[src/rtl/sa_tg_pkg.sv]
// sa_tg_pkg: shared types and constants for the systolic-array traffic generator.
//   - tg_state_e : burst sequencing states
//   - tg_mode_e  : activation pattern select (MODE_RSVD behaves as MODE_CONST)
//   - CNT_W      : width of the result_count output
//   - lfsr_taps  : maximal-length Galois tap mask for a right-shifting LFSR,
//                  bit (t-1) set for each polynomial tap t, valid for dw 4..32
package sa_tg_pkg;

  localparam int CNT_W = 16;

  typedef enum logic [1:0] {
    S_IDLE  = 2'd0,
    S_FEED  = 2'd1,
    S_DRAIN = 2'd2,
    S_DONE  = 2'd3
  } tg_state_e;

  typedef enum logic [1:0] {
    MODE_CONST = 2'd0,
    MODE_RAMP  = 2'd1,
    MODE_LFSR  = 2'd2,
    MODE_RSVD  = 2'd3
  } tg_mode_e;

  function automatic logic [31:0] lfsr_taps(input int dw);
    logic [31:0] m;
    case (dw)
      4:  m = 32'h0000_000C;
      5:  m = 32'h0000_0014;
      6:  m = 32'h0000_0030;
      7:  m = 32'h0000_0060;
      8:  m = 32'h0000_00B8;
      9:  m = 32'h0000_0110;
      10: m = 32'h0000_0240;
      11: m = 32'h0000_0500;
      12: m = 32'h0000_0829;
      13: m = 32'h0000_100D;
      14: m = 32'h0000_2015;
      15: m = 32'h0000_6000;
      16: m = 32'h0000_D008;
      17: m = 32'h0001_2000;
      18: m = 32'h0002_0400;
      19: m = 32'h0004_0023;
      20: m = 32'h0009_0000;
      21: m = 32'h0014_0000;
      22: m = 32'h0030_0000;
      23: m = 32'h0042_0000;
      24: m = 32'h00E1_0000;
      25: m = 32'h0120_0000;
      26: m = 32'h0200_0023;
      27: m = 32'h0400_0013;
      28: m = 32'h0900_0000;
      29: m = 32'h1400_0000;
      30: m = 32'h2000_0029;
      31: m = 32'h4800_0000;
      32: m = 32'h8020_0003;
      default: m = 32'h0000_00B8;
    endcase
    return m;
  endfunction

endpackage

[src/rtl/sa_tg_lfsr.sv]
// sa_tg_lfsr: right-shifting Galois LFSR used as the pseudo-random activation
// source. Only built when SA_TG_LFSR_EN is defined.
//   clk   in  clock
//   rst   in  synchronous active-high reset; state returns to 1
//   load  in  load seed (a zero seed is replaced by 1 so the LFSR never locks up)
//   seed  in  DW-bit seed
//   adv   in  advance one step
//   value out current state
module sa_tg_lfsr
  import sa_tg_pkg::*;
#(
  parameter int DW = 8
) (
  input  logic          clk,
  input  logic          rst,
  input  logic          load,
  input  logic [DW-1:0] seed,
  input  logic          adv,
  output logic [DW-1:0] value
);

  localparam logic [31:0]   TAPS32 = lfsr_taps(DW);
  localparam logic [DW-1:0] TAPS   = TAPS32[DW-1:0];
  localparam logic [DW-1:0] ONE    = {{(DW-1){1'b0}}, 1'b1};

  logic [DW-1:0] state_q;

  always_ff @(posedge clk) begin
    if (rst) begin
      state_q <= ONE;
    end else if (load) begin
      state_q <= (seed == '0) ? ONE : seed;
    end else if (adv) begin
      state_q <= state_q[0] ? ((state_q >> 1) ^ TAPS) : (state_q >> 1);
    end
  end

  assign value = state_q;

endmodule

[src/rtl/sa_traffic_gen.sv]
// sa_traffic_gen: start-triggered stimulus/response engine for the systolic array.
// Feeds NUM_VECTORS activation vectors (same value on every lane) with constant
// weights, drains for DRAIN_CYCLES, then pulses done. Lane results seen during
// FEED/DRAIN are counted and summed.
// Build option: SA_TG_LFSR_EN enables the LFSR pattern (mode 2); without it
// mode 2 drives the seed like mode 0.
// Ports:
//   clk, rst            clock, synchronous active-high reset
//   start, mode, seed   burst request and pattern select, sampled in IDLE
//   a_out, w_out        activations / weights to the core (ROWS x DW)
//   inpvalid            activation valid (high in FEED)
//   rvalid, rdata       per-lane results from the core
//   outread             result acknowledge, |rvalid delayed one cycle
//   busy, done          FEED/DRAIN indicator, one-cycle end-of-burst pulse
//   result_count        lane results accepted (wraps)
//   checksum            sum of accepted rdata mod 2^RW
//
// state   | meaning
// S_IDLE  | waiting for start, status outputs hold
// S_FEED  | driving vector i on a_out, inpvalid high
// S_DRAIN | letting the array flush, results still accumulated
// S_DONE  | one-cycle done pulse, back to IDLE
module sa_traffic_gen
  import sa_tg_pkg::*;
#(
  parameter int ROWS         = 8,
  parameter int DW           = 8,
  parameter int RW           = 32,
  parameter int NUM_VECTORS  = 16,
  parameter int DRAIN_CYCLES = 2 * ROWS * ROWS,
  parameter int W_INIT       = 1
) (
  input  logic                     clk,
  input  logic                     rst,
  input  logic                     start,
  input  logic [1:0]               mode,
  input  logic [DW-1:0]            seed,
  output logic [ROWS-1:0][DW-1:0]  a_out,
  output logic [ROWS-1:0][DW-1:0]  w_out,
  output logic                     inpvalid,
  input  logic [ROWS-1:0]          rvalid,
  input  logic [ROWS-1:0][RW-1:0]  rdata,
  output logic                     outread,
  output logic                     busy,
  output logic                     done,
  output logic [CNT_W-1:0]         result_count,
  output logic [RW-1:0]            checksum
);

  localparam int TMR_MAX = (NUM_VECTORS > DRAIN_CYCLES) ? NUM_VECTORS : DRAIN_CYCLES;
  localparam int TMR_W   = $clog2(TMR_MAX + 1);
  localparam logic [TMR_W-1:0] FEED_LAST  = TMR_W'(NUM_VECTORS - 1);
  localparam logic [TMR_W-1:0] DRAIN_LAST = TMR_W'(DRAIN_CYCLES - 1);
  localparam logic [DW-1:0]    W_CONST    = DW'(W_INIT);
  localparam logic [DW-1:0]    DW_ONE     = {{(DW-1){1'b0}}, 1'b1};

  tg_state_e        state_q, state_d;
  logic [TMR_W-1:0] tmr_q, tmr_d;
  tg_mode_e         mode_q;
  logic [DW-1:0]    seed_q;
  logic [DW-1:0]    ramp_q;
  logic [CNT_W-1:0] count_q;
  logic [RW-1:0]    sum_q;
  logic             outread_q;

  logic             start_acc;
  logic             feed;
  logic             acc_en;
  logic [CNT_W-1:0] pop;
  logic [RW-1:0]    lane_sum;
  logic [DW-1:0]    vec;

`ifdef SA_TG_LFSR_EN
  logic [DW-1:0] lfsr_value;

  sa_tg_lfsr #(.DW(DW)) u_lfsr (
    .clk   (clk),
    .rst   (rst),
    .load  (start_acc),
    .seed  (seed),
    .adv   (feed),
    .value (lfsr_value)
  );
`endif

  // Next state, timer and status outputs. The timer counts down and the
  // terminal count (zero) marks the last cycle of FEED or DRAIN.
  always_comb begin
    state_d   = state_q;
    tmr_d     = tmr_q;
    start_acc = 1'b0;
    feed      = 1'b0;
    inpvalid  = 1'b0;
    busy      = 1'b0;
    done      = 1'b0;
    case (state_q)
      S_IDLE: begin
        if (start) begin
          start_acc = 1'b1;
          state_d   = S_FEED;
          tmr_d     = FEED_LAST;
        end
      end
      S_FEED: begin
        feed     = 1'b1;
        inpvalid = 1'b1;
        busy     = 1'b1;
        if (tmr_q == '0) begin
          state_d = S_DRAIN;
          tmr_d   = DRAIN_LAST;
        end else begin
          tmr_d = tmr_q - 1'b1;
        end
      end
      S_DRAIN: begin
        busy = 1'b1;
        if (tmr_q == '0) begin
          state_d = S_DONE;
        end else begin
          tmr_d = tmr_q - 1'b1;
        end
      end
      S_DONE: begin
        done    = 1'b1;
        state_d = S_IDLE;
      end
      default: state_d = S_IDLE;
    endcase
  end

  // Popcount and masked lane sum of this cycle's results.
  always_comb begin
    pop      = '0;
    lane_sum = '0;
    for (int j = 0; j < ROWS; j++) begin
      pop = pop + CNT_W'(rvalid[j]);
      if (rvalid[j]) lane_sum = lane_sum + rdata[j];
    end
  end

  assign acc_en = busy && (rvalid != '0);

  always_comb begin
    vec = seed_q;
    case (mode_q)
      MODE_RAMP: vec = ramp_q;
`ifdef SA_TG_LFSR_EN
      MODE_LFSR: vec = lfsr_value;
`else
      MODE_LFSR: vec = seed_q;
`endif
      default:   vec = seed_q;
    endcase
  end

  always_comb begin
    for (int l = 0; l < ROWS; l++) begin
      a_out[l] = inpvalid ? vec : '0;
      w_out[l] = W_CONST;
    end
  end

  always_ff @(posedge clk) begin
    if (rst) begin
      state_q   <= S_IDLE;
      tmr_q     <= '0;
      mode_q    <= MODE_CONST;
      seed_q    <= '0;
      ramp_q    <= '0;
      count_q   <= '0;
      sum_q     <= '0;
      outread_q <= 1'b0;
    end else begin
      state_q   <= state_d;
      tmr_q     <= tmr_d;
      outread_q <= |rvalid;
      if (start_acc) begin
        mode_q  <= tg_mode_e'(mode);
        seed_q  <= seed;
        ramp_q  <= seed;
        count_q <= '0;
        sum_q   <= '0;
      end else begin
        if (feed) ramp_q <= ramp_q + DW_ONE;
        if (acc_en) begin
          count_q <= count_q + pop;
          sum_q   <= sum_q + lane_sum;
        end
      end
    end
  end

  assign outread      = outread_q;
  assign result_count = count_q;
  assign checksum     = sum_q;

endmodule

[config.mk]
export PLATFORM = sky130hd
export DESIGN_NAME = sa_traffic_gen
export DESIGN_NICKNAME = d
export VERILOG_FILES = /design/src/rtl/sa_tg_pkg.sv /design/src/rtl/sa_tg_lfsr.sv /design/src/rtl/sa_traffic_gen.sv
export SDC_FILE = /design/constraint.sdc
export NUM_CORES = 1
export LEC_CHECK = 0
export BUFFER_PORTS_ARGS = -buffer_cell sky130_fd_sc_hd__buf_2
export CAP_MARGIN = 25
export CORE_AREA = 2 2 212 214
export DETAILED_ROUTE_END_ITERATION = 10
export DIE_AREA = 0 0 214 216
export HOLD_SLACK_MARGIN = 0.15
export MAX_ROUTING_LAYER = met4
export PLACE_DENSITY_LB_ADDON = 0.25
export SYNTH_ARGS = -nofsm -noshare
export SYNTH_HDL_FRONTEND = slang
export SYNTH_SLANG_ARGS = --single-unit
[constraint.sdc]
create_clock -name clk -period 44 [get_ports clk]
set_input_delay 4.4 -clock clk [delete_from_list [all_inputs] [get_ports clk]]
set_output_delay 4.4 -clock clk [all_outputs]
set_load 0.005 [all_outputs]
==> impl_metrics.env, run 1 <==
export IMPL_finalSetupTns_ps=0
export IMPL_hpwl_um=53030
export IMPL_synth_top_cell_area_share_pct=17.14
export IMPL_routed_via_count=20890
export IMPL_slew_headroom_pct=33.69
export IMPL_die_h_um=216
export IMPL_cts_hold_buf=0
export IMPL_gp_congestion=0.9751
export IMPL_ios=457
export IMPL_hold_depth=2
export IMPL_firstDrtPassIters=6
export IMPL_antenna_found_initial=7
export IMPL_outcome="finished clean"
export IMPL_startpoint="rvalid[0]"
export IMPL_fmax_mhz=52.87
export IMPL_numClockSinks=77
export IMPL_yosys_warnings=0
export IMPL_synth_area_top_cells="ha_1 (17%), a21oi_1 (7.7%), dfxtp_1 (7.7%), xnor2_1 (6.1%), nand2_1 (5.3%)"
export IMPL_routedWlPerCell_um=17.53
export IMPL_r2r_end="checksum[30]"
export IMPL_hp_class="flip-flop to flip-flop"
export IMPL_async_reset_ff_share_pct=0
export IMPL_maxCapViolations=0
export IMPL_dieArea_mm2=0.04622
export IMPL_drive_above_1_share_pct=17.82
export IMPL_cp_end_kind="flip-flop"
export IMPL_clockRootBuffer="clkbuf_16"
export IMPL_grt_usage_pct=26.87
export IMPL_num_rows=77
export IMPL_start_util_pct=45.62
export IMPL_synthFlopType="dfxtp_1"
export IMPL_critPathKind="input port to flip-flop"
export IMPL_drtIter0Drc=1895
export IMPL_finalNonFillerCells=3638
export IMPL_syn_avg_cell_area_um2=7.241
export IMPL_fin_crit_sh_pct=42.98
export IMPL_hold_path_end="seed_q[1]"
export IMPL_core_area_mm2=0.04384
export IMPL_htreeDepth=3
export IMPL_post_cts_buffers=0
export IMPL_drc_errors=0
export IMPL_avgViaCountPerCell=5.742
export IMPL_worst_setup_path_start_kind="input port"
export IMPL_cts_tree="yes"
export IMPL_routed_wl_um=63760
export IMPL_netlist_instances=2762
export IMPL_ant_nets=0
export IMPL_synth_edf_count=0
export IMPL_rsz0062_at_grt="false"
export IMPL_cp_max_fo=49
export IMPL_stdcell_area_mm2=0.02213
export IMPL_cp_common_cell="a21oi_1"
export IMPL_cp_slowest_cell="a2111oi_0"
export IMPL_worstPathArrival_ps=19200
export IMPL_peakVddDrop_v=0.00005683
export IMPL_timing_rr_start="checksum[0]"
export IMPL_clk_latency_ps=360
export IMPL_placedCellCount=3611
export IMPL_path_clk_slew_ps=70
export IMPL_synth_seq_area_share_pct=7.708
export IMPL_netlist_area_mm2=0.02000
export IMPL_fin_crit_ps=18910
export IMPL_synthToLayoutAreaGrowth_pct=10.67
export IMPL_synth_commonest_cells="a21oi_1 (309), nand2_1 (280), ha_1 (274)"
export IMPL_p_leak_nw=11.01
export IMPL_required_ps=44290
export IMPL_ys_types=93
export IMPL_die_w_um=214
export IMPL_grt_pass1_vias=19590
export IMPL_finalMaxSlewViolations=0
export IMPL_clk_path_buf_depth=2
export IMPL_reg2reg_slack_ps=40290
export IMPL_placed_area_mm2=0.02177
export IMPL_fin_skew_ps=9.322
export IMPL_power_density_mw_per_mm2=80.85
export IMPL_grt_max_degree=50
export IMPL_finalHoldViolations=0
export IMPL_portBuffers=392
export IMPL_grt_first_pass_wirelength_um=99000
export IMPL_nets=3595
export IMPL_r2r_cells=16
export IMPL_max_stage_delay_ps=750
export IMPL_worst_pin_slew_ps=993.5
export IMPL_synth_seq_cells=77
export IMPL_min_delay_start="seed_q[1]"
export IMPL_post_cts_resized=0
export IMPL_grt_overflow_total=0
export IMPL_setup_violations=0
export IMPL_yosysMostFrequentCell="a21oi_1"
export IMPL_numCtsBuffers=9
export IMPL_synth_top_area_cell="ha_1"
-- logic make-up after synthesis --
logic type,after synthesis,synth area share (%)
other,2,0.03755
and+or+nand+nor,777,18.24
xor gates and xnor gates,230,10.28
muxes,119,6.519
adders and majority gates,289,18.54
AOI/OAI and AO/OA,915,29.73
buffers and inverters,353,8.940
DFF,77,7.708
-- registers in the layout, indices dropped and copies added (netlist names) --
register      cells
seed_q            8
mode_q            2
checksum         32
tmr_q             8
outread           1
result_count     16
ramp_q            8
state_q           2
-- metrics by stage --
stage	power, mW	hold WS, ps	worst slack (ps)	util (%)
after floorplan	1.376	431.2	26730	-
after global placement	1.637	438.4	24910	49.66
after detailed placement	1.670	447.9	24910	49.67
after CTS	1.770	457.7	25240	50.42
after global routing	1.977	489.4	24040	50.48
final	1.790	459.4	25090	50.49
-- power by group --
| group | switching (mW) | internal [mW] |
|---|---|---|
| sequential | 0.0141 | 0.0855 |
| combinational | 0.891 | 0.713 |
| clock | 0.0351 | 0.0508 |
-- area by class of cell --
class,instances,area (µm²)
multi-input combinational,2394,16900
timing repair buffer,405,2053
clock buffer,9,225.2
fill,4418,21700
clock inverter,7,105.1
antenna,10,25.02
tap,592,740.7
inverter,144,540.5
sequential,77,1541
-- worst max path at each step --
stage | end | cells past startpoint
4_1_cts | checksum[31] | 65
3_5_place_dp | checksum[31] | 65
2_1_floorplan | checksum[31] | 67
3_3_place_gp | checksum[31] | 62
5_1_grt | checksum[31] | 65
6_report | checksum[31] | 65
-- placed cells by master (no fill, tap or decap), types with 64 or more instances in the layout --
cell / netlist / routed
a21o_1: 124 / 124
a21oi_1: 309 / 309
buf_2: 4 / 392
conb_1: 2 / 64
dfxtp_1: 77 / 77
ha_1: 274 / 274
inv_1: 143 / 143
mux2_2: 90 / 90
nand2_1: 280 / 280
nor2_1: 184 / 184
o21ai_0: 118 / 118
xnor2_1: 140 / 140
xor2_1: 87 / 87
-- per-layer routing --
layer	routed length, µm	global-route usage [%]	up-vias	share of wire, %
met3	4001	3.157	106	6.3
li1	-	-	10370	-
met5	0	-	-	0
met4	1857	8.555	0	2.9
met2	28840	43.71	720	45
met1	29060	34.71	9699	46
-- critical path, delay by kind of cell --
| family | cells | cell delay, ps |
|---|---|---|
| xor+xnor | 9 | 1300 |
| mux | 3 | 920 |
| buf+inv | 3 | 570 |
| compound gates | 27 | 6630 |
| fa+ha+maj | 10 | 3520 |
| simple gates | 13 | 1820 |
Power figures use the tool's default switching activity.
==> run 2: changes to the inputs <==
==> constraint.sdc (replaced) <==
create_clock -name clk -period 15.4 [get_ports clk]
set_input_delay 1.54 -clock clk [delete_from_list [all_inputs] [get_ports clk]]
set_output_delay 1.54 -clock clk [all_outputs]
set_load 0.005 [all_outputs]
==> run 2 against run 1 <==
Compared with the run above:
- cell area rose by 2.0%
- flip-flop and latch count unchanged
- utilization increased by 1.0 points
- wire length grew 2.3%
- clock power grew to 2.5 times the previous value
- sequential power increased to 2.9 times the previous value
- register-to-register slack worse by 29000 ps
- clock skew increased by 1.8 ps
- sequential share of layout area decreased by 0.14 points
- worst hold slack got worse by 1.7 ps
==> impl_metrics.env, run 2 (synthesis gave the netlist of run 1 again) <==
export IMPL_nets=3615
export IMPL_min_delay_start="seed_q[3]"
export IMPL_portBuffers=392
export IMPL_clkPwrFrac_pct=4.1
export IMPL_power_density_mw_per_mm2=233.3
export IMPL_sw_frac_of_total_pct=52.88
export IMPL_fin_crit_sh_pct=95.64
export IMPL_fmax_mhz=67.89
export IMPL_power_switching_mw=2.785
export IMPL_htreeDepth=3
export IMPL_cp_end_kind="flip-flop"
export IMPL_die_h_um=216
export IMPL_finalMaxSlewViolations=0
export IMPL_hpwl_um=54220
export IMPL_slew_headroom_pct=33.83
export IMPL_clk_latency_ps=360
export IMPL_num_rows=77
export IMPL_maxCapViolations=0
export IMPL_routed_wl_um=65200
export IMPL_core_area_mm2=0.04384
export IMPL_timing_rr_start="checksum[0]"
export IMPL_fin_crit_ps=14730
export IMPL_r2r_end="checksum[30]"
export IMPL_drive_above_1_share_pct=20.35
export IMPL_numClockSinks=77
export IMPL_avgViaCountPerCell=5.698
export IMPL_grt_first_pass_wirelength_um=101100
export IMPL_reg2reg_slack_ps=11660
export IMPL_setup_violations=0
export IMPL_peakVddDrop_v=0.0001665
export IMPL_outcome="finished clean"
export IMPL_path_clk_slew_ps=70
export IMPL_p_leak_nw=11.12
export IMPL_grt_overflow_total=0
export IMPL_placed_area_mm2=0.02187
export IMPL_dieArea_mm2=0.04622
export IMPL_startpoint="rvalid[0]"
export IMPL_largest_reg_flops=32
export IMPL_fin_util_pct=51.50
export IMPL_numCtsBuffers=9
export IMPL_start_util_pct=45.62
export IMPL_firstDrtPassIters=6
export IMPL_routed_via_count=20840
export IMPL_fin_skew_ps=11.15
export IMPL_drtIter0Drc=1568
export IMPL_grt_max_degree=53
export IMPL_finalSetupTns_ps=0
export IMPL_ant_nets=0
export IMPL_drc_errors=0
export IMPL_seq_power_share_pct=5.4
export IMPL_die_w_um=214
export IMPL_ios=457
export IMPL_synthToLayoutAreaGrowth_pct=12.88
export IMPL_routedWlPerCell_um=17.83
export IMPL_cts_hold_buf=0
export IMPL_cp_common_cell="a21oi_1"
export IMPL_gp_congestion=0.9451
export IMPL_finalHoldViolations=0
export IMPL_antenna_found_initial=7
export IMPL_clockRootBuffer="clkbuf_16"
export IMPL_required_ps=15680
export IMPL_endpoint="checksum[31]"
export IMPL_fill_cells=4361
export IMPL_combPwrFrac_pct=90.5
export IMPL_grt_usage_pct=27.46
export IMPL_clk_path_buf_depth=2
export IMPL_final_cell_mix="buf_2 (392), a21oi_1 (301), nand2_1 (279), ha_1 (261), nor2_1 (183)"
export IMPL_cp_slowest_cell="or4_1"
export IMPL_mostFrequentLayoutCell="buf_2"
export IMPL_internal_power_mw=2.481
export IMPL_stdcell_area_mm2=0.02258
export IMPL_worst_setup_path_start_kind="input port"
export IMPL_cts_tree="yes"
export IMPL_finalNonFillerCells=3657
export IMPL_worstPathArrival_ps=15010
export IMPL_worst_pin_slew_ps=991.4
export IMPL_grt_pass1_vias=19640
export IMPL_critPathKind="input port to flip-flop"
export IMPL_cp_max_fo=6
export IMPL_hp_class="flip-flop to flip-flop"
export IMPL_r2r_cells=16
export IMPL_placedCellCount=3623
export IMPL_max_stage_delay_ps=470
-- run 2: changes by cell type in the layout (fill, tap and decap cells not counted), sizes merged --
cell and delta:
buf +20, bufinv -2, clkinvlp +2, diode -1
-- run 2: how the worst min path moves through the flow --
| stage | cells after the start | endpoint |
|---|---|---|
| CTS | 2 | seed_q[3] |
| global placement | 2 | mode_q[1] |
| global route | 2 | mode_q[1] |
| finish | 2 | seed_q[3] |
| detailed placement | 2 | seed_q[2] |
| floorplan | 2 | mode_q[1] |
-- run 2: final cells by class --
cell class | count | area [µm²] | area share (%)
multi-input combinational | 2394 | 17230 | 76.32
timing repair buffer | 425 | 2211 | 9.793
sequential | 77 | 1541 | 6.828
tap | 592 | 740.7 | 3.281
inverter | 144 | 540.5 | 2.394
clock buffer | 9 | 225.2 | 0.9976
clock inverter | 7 | 63.81 | 0.2827
antenna | 9 | 22.52 | 0.09976
-- run 2: timing repair --
item,in CTS,in global routing
gates resized for setup,1,75
pin swaps,0,8
setup endpoints to repair,1,7
setup buffers,0,8
-- run 2: worst max-delay path: cells and delay by family --
| family | cells | cell delay [ps] |
|---|---|---|
| AO/OA/AOI/OAI | 26 | 5160 |
| adder cells (fa/ha/maj) | 9 | 2870 |
| XOR/XNOR | 8 | 1460 |
| AND/OR/NAND/NOR | 15 | 2860 |
| multiplexers | 3 | 960 |
| buffers and inverters | 1 | 120 |
-- run 2: power by group through the flow --
stage / Sequential, mW / Clock [mW] / Combinational (mW)
floorplan: 0.281 / 0 / 3.65
global placement: 0.286 / 0 / 4.46
detailed placement: 0.288 / 0 / 4.53
CTS: 0.284 / 0.219 / 4.58
global route: 0.291 / 0.226 / 5.27
finish: 0.285 / 0.215 / 4.77
-- run 2: metrics by stage --
stage	hold slack (ps)	worst slack, ps	power [mW]
6_report	457.7	671.1	5.266
5_1_grt	480.0	-32.87	5.790
4_1_cts	460.7	19.29	5.080
3_3_place_gp	438.0	-370.8	4.744
2_1_floorplan	431.2	987.6	3.932
3_5_place_dp	447.9	-350.8	4.819
-- run 2: metal layers --
metal  vias up  GRT usage, %  wire (µm)
met4         0         5.571       1100
met1      9720         35.79      30160
li1      10430             -          -
met2       627         45.77      30540
met5         -             -          0
met3        67         3.185       3397
